$ cat config.mk
export PLATFORM = sky130hd
export DESIGN_NAME = tv80_alu16_seq
export DESIGN_NICKNAME = d
export VERILOG_FILES = /design/src/rtl/tv80_pkg.sv /design/src/rtl/tv80_alu16_seq_drive.sv /design/src/rtl/tv80_alu16_seq.sv
export SDC_FILE = /design/constraint.sdc
export NUM_CORES = 1
export LEC_CHECK = 0
export BUFFER_PORTS_ARGS = -buffer_cell sky130_fd_sc_hd__buf_2
export CAP_MARGIN = 20
export CORE_MARGIN = 8
export CORE_UTILIZATION = 52
export DETAILED_ROUTE_END_ITERATION = 6
export PLACE_DENSITY_LB_ADDON = 0.12
export SYNTH_ARGS = -nofsm -noshare
export SYNTH_HDL_FRONTEND = slang
export SYNTH_SLANG_ARGS = --single-unit
$ cat constraint.sdc
create_clock -name clk -period 1.86 [get_ports clk]
set_clock_uncertainty 0.05 [all_clocks]
set_input_delay 0.093 -clock clk [delete_from_list [all_inputs] [get_ports clk]]
set_output_delay 0.093 -clock clk [all_outputs]
set_load 0.01 [all_outputs]
$ cat src/rtl/tv80_pkg.sv
// tv80_pkg
// Shared definitions for the tv80 core slice:
//   - Flag_* : bit positions of the flags inside the F register
//   - alu_op_e : 4-bit operation codes understood by tv80_alu (ALU_Op)
//   - seq_op_e : 2-bit operation select of the 16-bit ALU sequencer
//   - seq_state_e : sequencer state encoding
package tv80_pkg;

  localparam int unsigned Flag_C = 0;
  localparam int unsigned Flag_N = 1;
  localparam int unsigned Flag_P = 2;
  localparam int unsigned Flag_X = 3;
  localparam int unsigned Flag_H = 4;
  localparam int unsigned Flag_Y = 5;
  localparam int unsigned Flag_Z = 6;
  localparam int unsigned Flag_S = 7;

  typedef enum logic [3:0] {
    ALU_ADD = 4'd0,
    ALU_ADC = 4'd1,
    ALU_SUB = 4'd2,
    ALU_SBC = 4'd3,
    ALU_AND = 4'd4,
    ALU_XOR = 4'd5,
    ALU_OR  = 4'd6,
    ALU_CP  = 4'd7,
    ALU_ROT = 4'd8,
    ALU_BIT = 4'd9,
    ALU_SET = 4'd10,
    ALU_RES = 4'd11,
    ALU_DAA = 4'd12,
    ALU_RLD = 4'd13,
    ALU_RRD = 4'd14
  } alu_op_e;

  typedef enum logic [1:0] {
    OP_ADD16 = 2'b00,
    OP_ADC16 = 2'b01,
    OP_SBC16 = 2'b10,
    OP_RSVD  = 2'b11
  } seq_op_e;

  typedef enum logic [1:0] {
    ST_IDLE = 2'd0,
    ST_LO   = 2'd1,
    ST_HI   = 2'd2,
    ST_DONE = 2'd3
  } seq_state_e;

endpackage

$ cat src/rtl/tv80_alu16_seq_drive.sv
// tv80_alu16_seq_drive
// Pure decode of the sequencer state into the drive for the shared 8-bit ALU.
// Ports:
//   state, op_lat          : current sequencer state and latched operation
//   a_lat, b_lat           : latched 16-bit operands
//   f_lat, f_tmp           : flags at start / flags after the low-byte pass
//   busy, alu_own          : status decodes (alu_own drops for the reserved op)
//   alu_op .. alu_fin      : ALU control and data inputs, all zero outside LO/HI
module tv80_alu16_seq_drive
  import tv80_pkg::*;
(
  input  seq_state_e  state,
  input  seq_op_e     op_lat,
  input  logic [15:0] a_lat,
  input  logic [15:0] b_lat,
  input  logic [7:0]  f_lat,
  input  logic [7:0]  f_tmp,
  output logic        busy,
  output logic        alu_own,
  output logic [3:0]  alu_op,
  output logic        alu_arith16,
  output logic        alu_z16,
  output logic [7:0]  alu_busa,
  output logic [7:0]  alu_busb,
  output logic [7:0]  alu_fin
);

  logic hi_pass;

  assign hi_pass = (state == ST_HI);

  // The high pass always chains through the carry-using opcode. Z16 on the
  // high pass makes the ALU AND its zero result with the low-pass Z, so Z
  // reflects the whole 16-bit result. ADD16 keeps S/Z/P via Arith16 instead.
  always_comb begin
    busy        = 1'b0;
    alu_own     = 1'b0;
    alu_op      = ALU_ADD;
    alu_arith16 = 1'b0;
    alu_z16     = 1'b0;
    alu_busa    = 8'h00;
    alu_busb    = 8'h00;
    alu_fin     = 8'h00;
    if (state == ST_LO || state == ST_HI) begin
      busy = 1'b1;
      if (op_lat != OP_RSVD) begin
        alu_own  = 1'b1;
        alu_busa = hi_pass ? a_lat[15:8] : a_lat[7:0];
        alu_busb = hi_pass ? b_lat[15:8] : b_lat[7:0];
        alu_fin  = hi_pass ? f_tmp : f_lat;
        case (op_lat)
          OP_ADD16: begin
            alu_op      = hi_pass ? ALU_ADC : ALU_ADD;
            alu_arith16 = 1'b1;
          end
          OP_ADC16: begin
            alu_op  = ALU_ADC;
            alu_z16 = hi_pass;
          end
          default: begin
            alu_op  = ALU_SBC;
            alu_z16 = hi_pass;
          end
        endcase
      end
    end
  end

endmodule

$ cat src/rtl/tv80_alu16_seq.sv
// tv80_alu16_seq
// Runs 16-bit ADD/ADC/SBC as two passes (low byte, then high byte) through
// the shared 8-bit tv80_alu, which lives in the parent.
// Ports:
//   clk, reset_n, cen      : clock, async active-low reset, clock enable
//   start, op, op_a, op_b, f_in : request and operands, sampled in IDLE
//   busy, done             : status; done pulses for one enabled cycle
//   result, f_out          : 16-bit result and final flags, held after done
//   alu_own .. alu_fin     : ALU drive, valid while alu_own is high
//   alu_q, alu_fout        : combinational ALU results
module tv80_alu16_seq
  import tv80_pkg::*;
(
  input  logic        clk,
  input  logic        reset_n,
  input  logic        cen,
  input  logic        start,
  input  logic [1:0]  op,
  input  logic [15:0] op_a,
  input  logic [15:0] op_b,
  input  logic [7:0]  f_in,
  output logic        busy,
  output logic        done,
  output logic [15:0] result,
  output logic [7:0]  f_out,
  output logic        alu_own,
  output logic [3:0]  alu_op,
  output logic        alu_arith16,
  output logic        alu_z16,
  output logic [7:0]  alu_busa,
  output logic [7:0]  alu_busb,
  output logic [7:0]  alu_fin,
  input  logic [7:0]  alu_q,
  input  logic [7:0]  alu_fout
);

  seq_state_e  state;
  seq_op_e     op_lat;
  logic [15:0] a_lat;
  logic [15:0] b_lat;
  logic [7:0]  f_lat;
  logic [7:0]  f_tmp;
  logic [7:0]  res_lo;
  logic        rsvd;

  assign rsvd = (op_lat == OP_RSVD);
  assign done = (state == ST_DONE);

  // The reserved op never touches the ALU; it just passes op_a and f_in
  // through the same LO/HI/DONE walk so the timing matches the real ops.
  always_ff @(posedge clk or negedge reset_n) begin
    if (!reset_n) begin
      state  <= ST_IDLE;
      op_lat <= OP_ADD16;
      a_lat  <= 16'h0000;
      b_lat  <= 16'h0000;
      f_lat  <= 8'h00;
      f_tmp  <= 8'h00;
      res_lo <= 8'h00;
      result <= 16'h0000;
      f_out  <= 8'h00;
    end else if (cen) begin
      case (state)
        ST_IDLE: begin
          if (start) begin
            op_lat <= seq_op_e'(op);
            a_lat  <= op_a;
            b_lat  <= op_b;
            f_lat  <= f_in;
            state  <= ST_LO;
          end
        end
        ST_LO: begin
          res_lo <= rsvd ? a_lat[7:0] : alu_q;
          f_tmp  <= rsvd ? f_lat : alu_fout;
          state  <= ST_HI;
        end
        ST_HI: begin
          result <= rsvd ? a_lat : {alu_q, res_lo};
          f_out  <= rsvd ? f_lat : alu_fout;
          state  <= ST_DONE;
        end
        default: begin
          state <= ST_IDLE;
        end
      endcase
    end
  end

  tv80_alu16_seq_drive u_drive (
    .state       (state),
    .op_lat      (op_lat),
    .a_lat       (a_lat),
    .b_lat       (b_lat),
    .f_lat       (f_lat),
    .f_tmp       (f_tmp),
    .busy        (busy),
    .alu_own     (alu_own),
    .alu_op      (alu_op),
    .alu_arith16 (alu_arith16),
    .alu_z16     (alu_z16),
    .alu_busa    (alu_busa),
    .alu_busb    (alu_busb),
    .alu_fin     (alu_fin)
  );

endmodule

==> results.json <==
{
  "crit_start": "state[1]",
  "worstSetupStartpointType": "flop",
  "status": "finished, final reports clean",
  "synth.area.top_cells": "dfrtp_1 52%, mux2_4 15%, mux2i_1 9.8%",
  "synth_area_per_cell_um2": 11.8,
  "rr_worst_depth": 7,
  "cap_violations": 0,
  "synth_cell_types": 23,
  "clock-root-buffer": "clkbuf_8",
  "drc": 0,
  "switching_share": 0.390,
  "numPortBuffers": 116,
  "postPlaceCellArea_um2": 4760,
  "vias": 3120,
  "cts.sinks": 84,
  "hold_viol": 0,
  "fin_ws_ns": 0.0397,
  "ir_worst_vdd_mv": 0.946,
  "grtUsageTotal": 0.189,
  "hold_class": "in2reg",
  "wirelength_um": 10200,
  "fp.dieW_um": 105,
  "grt_pass1_wl_um": 17000,
  "synth.most_common_cell": "dfrtp_1",
  "hold_depth": 3,
  "clock.fmax_ghz": 0.549,
  "path_class": "reg2out",
  "synth_edf_count": 0,
  "rsz0062_at_grt": "true",
  "finalCritPeriodShare": 0.979,
  "start_util": 0.533,
  "yosys_warnings": 0,
  "p_sw_mw": 3.76,
  "grt_max_degree": 49,
  "gp_congestion": 0.763,
  "p_seq_frac": 0.347,
  "use_met1": 0.245,
  "rows": 32,
  "multi_input_area_um2": 1800,
  "synth_top_area_frac": 0.516,
  "final_nets": 580,
  "die_h_um": 105,
  "die_area_um2": 10900,
  "timing.rr.start": "state[0]",
  "synthTopCellsByCount": "84 x dfrtp_1, 66 x nor2_1, 56 x a21oi_1, 40 x mux2_4, 40 x mux2i_1",
  "p_int_mw": 5.87,
  "cp_data_arrival_time_ns": 1.68,
  "firstDrtPassIters": 4,
  "power.leakage_nw": 2.82,
  "combPwrFrac": 0.519,
  "holdCritStartpoint": "alu_fout[3]",
  "clkSlewWorstSetupHoldPaths_ns": 0.09,
  "cp-end-kind": "output port",
  "fin_crit_ns": 1.82,
  "synth_cells": 344,
  "cts_tree": "done",
  "fillers": 561,
  "ant_nets": 0,
  "viasPerCell": 5.03,
  "drive_gt1_frac": 0.386,
  "core_um2": 7650,
  "clk_latency_ns": 0.34,
  "slew_viol_final": 0,
  "grt-ovfl-total": 0,
  "dp_slack_ns": 0.216,
  "ff2ff_setup_slack_ns": 0.22,
  "ys_seq_area_frac": 0.516,
  "antenna_found_initial": 0,
  "use_met2": 0.296,
  "wl_per_cell_um": 16.5,
  "worst_hold_path.endpoint": "f_out[3]",
  "powerDensity_nw_per_um2": 1750,
  "r2r-end": "f_tmp[7]",
  "drtIter0Drc": 77,
  "ys.flop_type": "dfrtp_1",
  "finalSetupTns_ns": 0,
  "syn_to_final_growth_pct": 35.2,
  "crit_fanout": 4,
  "async_flop_share": 1.00,
  "regArea_um2": 2100,
  "grt_busiest_layer": "met2",
  "setup_viol": 0,
  "pwr-share-clk": 0.133,
  "hpwl_um": 6920,
  "finalInstanceArea_um2": 5510,
  "ys_seq_elements": 84,
  "htreeDepth": 3,
  "grt_pass1_vias": 3413,
  "syn_area_um2": 4080,
  "clk_path_buf_depth": 2,
  "use_met3": 0.0539,
  "numCtsBuffers": 9,
  "n_antenna_cell": 0,
  "pin_count": 119,
  "synth_area_leader_cell": "dfrtp_1",
  "worstPathRequired_ns": 1.72
}
state kept, by name, summed over array words and instances (netlist names):
signal	cells
f_out	8
a_lat	16
op_lat	2
res_lo	8
f_lat	8
b_lat	16
state	2
f_tmp	8
result	16
per-layer routing:
metal | vias up | share of wire
met5 | - | 0
met4 | 0 | 0.014
met3 | 13 | 0.064
met2 | 88 | 0.48
met1 | 1499 | 0.44
li1 | 1520 | -
layout by cell type, fill, tap and decap left out, types with 5 or more instances in the layout:
| cell type | count |
|---|---|
| mux2i_1 | 40 |
| clkbuf_8 | 9 |
| dfrtp_1 | 84 |
| buf_12 | 5 |
| nor2_1 | 63 |
| and3_1 | 9 |
| mux2_4 | 40 |
| buf_4 | 13 |
| a21oi_1 | 56 |
| dlygate4sd3_1 | 48 |
| buf_2 | 115 |
power groups by stage:
stage	sequential [mW]	clock [mW]	combinational (mW)
finish	3.34	1.28	5.00
global placement	3.35	0	4.56
detailed placement	3.37	0	4.67
global route	3.46	1.38	5.49
floorplan	3.33	0	3.12
CTS	3.34	1.31	4.92
cell families after synthesis:
kind of cell	count (synthesis)	synth area share
mux	83	0.254
flops	84	0.516
buf+inv	29	0.0504
fa+ha+maj	5	0.0154
other cells	1	0.000920
compound gates	58	0.0718
simple gates	83	0.0897
xor+xnor	1	0.00215
final cells by class:
class	count	area share
Sequential cell	84	0.381
Multi-Input combinational cell	232	0.327
Timing Repair Buffer	182	0.230
Clock buffer	10	0.0232
Tap cell	102	0.0232
Clock inverter	6	0.0116
Inverter	4	0.00318
worst max-delay path by stage:
| stage | end | depth (start not counted) |
|---|---|---|
| finish | alu_op[0] | 6 |
| global route | alu_busa[0] | 6 |
| CTS | alu_busa[7] | 6 |
| detailed placement | state[1] | 5 |
| global placement | b_lat[4] | 5 |
| floorplan | alu_busa[2] | 5 |
critical path, stage by stage (launching register included):
cell and delay, ns:
dfrtp_1 0.39, buf_4 0.15, buf_4 0.13, ha_1 0.24
nor3_1 0.22, nor2_1 0.06, buf_2 0.14
stage by stage:
step / cells / power, mW / hold slack, ns / util
6_report: 620 / 9.62 / 0.00810 / 0.721
5_1_grt: 620 / 10.3 / 0.0227 / 0.721
4_1_cts: 618 / 9.58 / 0.00301 / 0.717
3_5_place_dp: 552 / 8.04 / -0.0400 / 0.622
3_3_place_gp: 552 / 7.91 / -0.0439 / 0.622
2_1_floorplan: 345 / 6.46 / -0.253 / -
what timing repair did:
item / CTS / global route
buffers inserted: 2 / 2
endpoints found under the setup margin: 25 / 25
resized for setup: 8 / 4
hold buffers: 48 / 0
endpoints found under the hold margin: 131 / 0
Power figures use the tool's default switching activity.
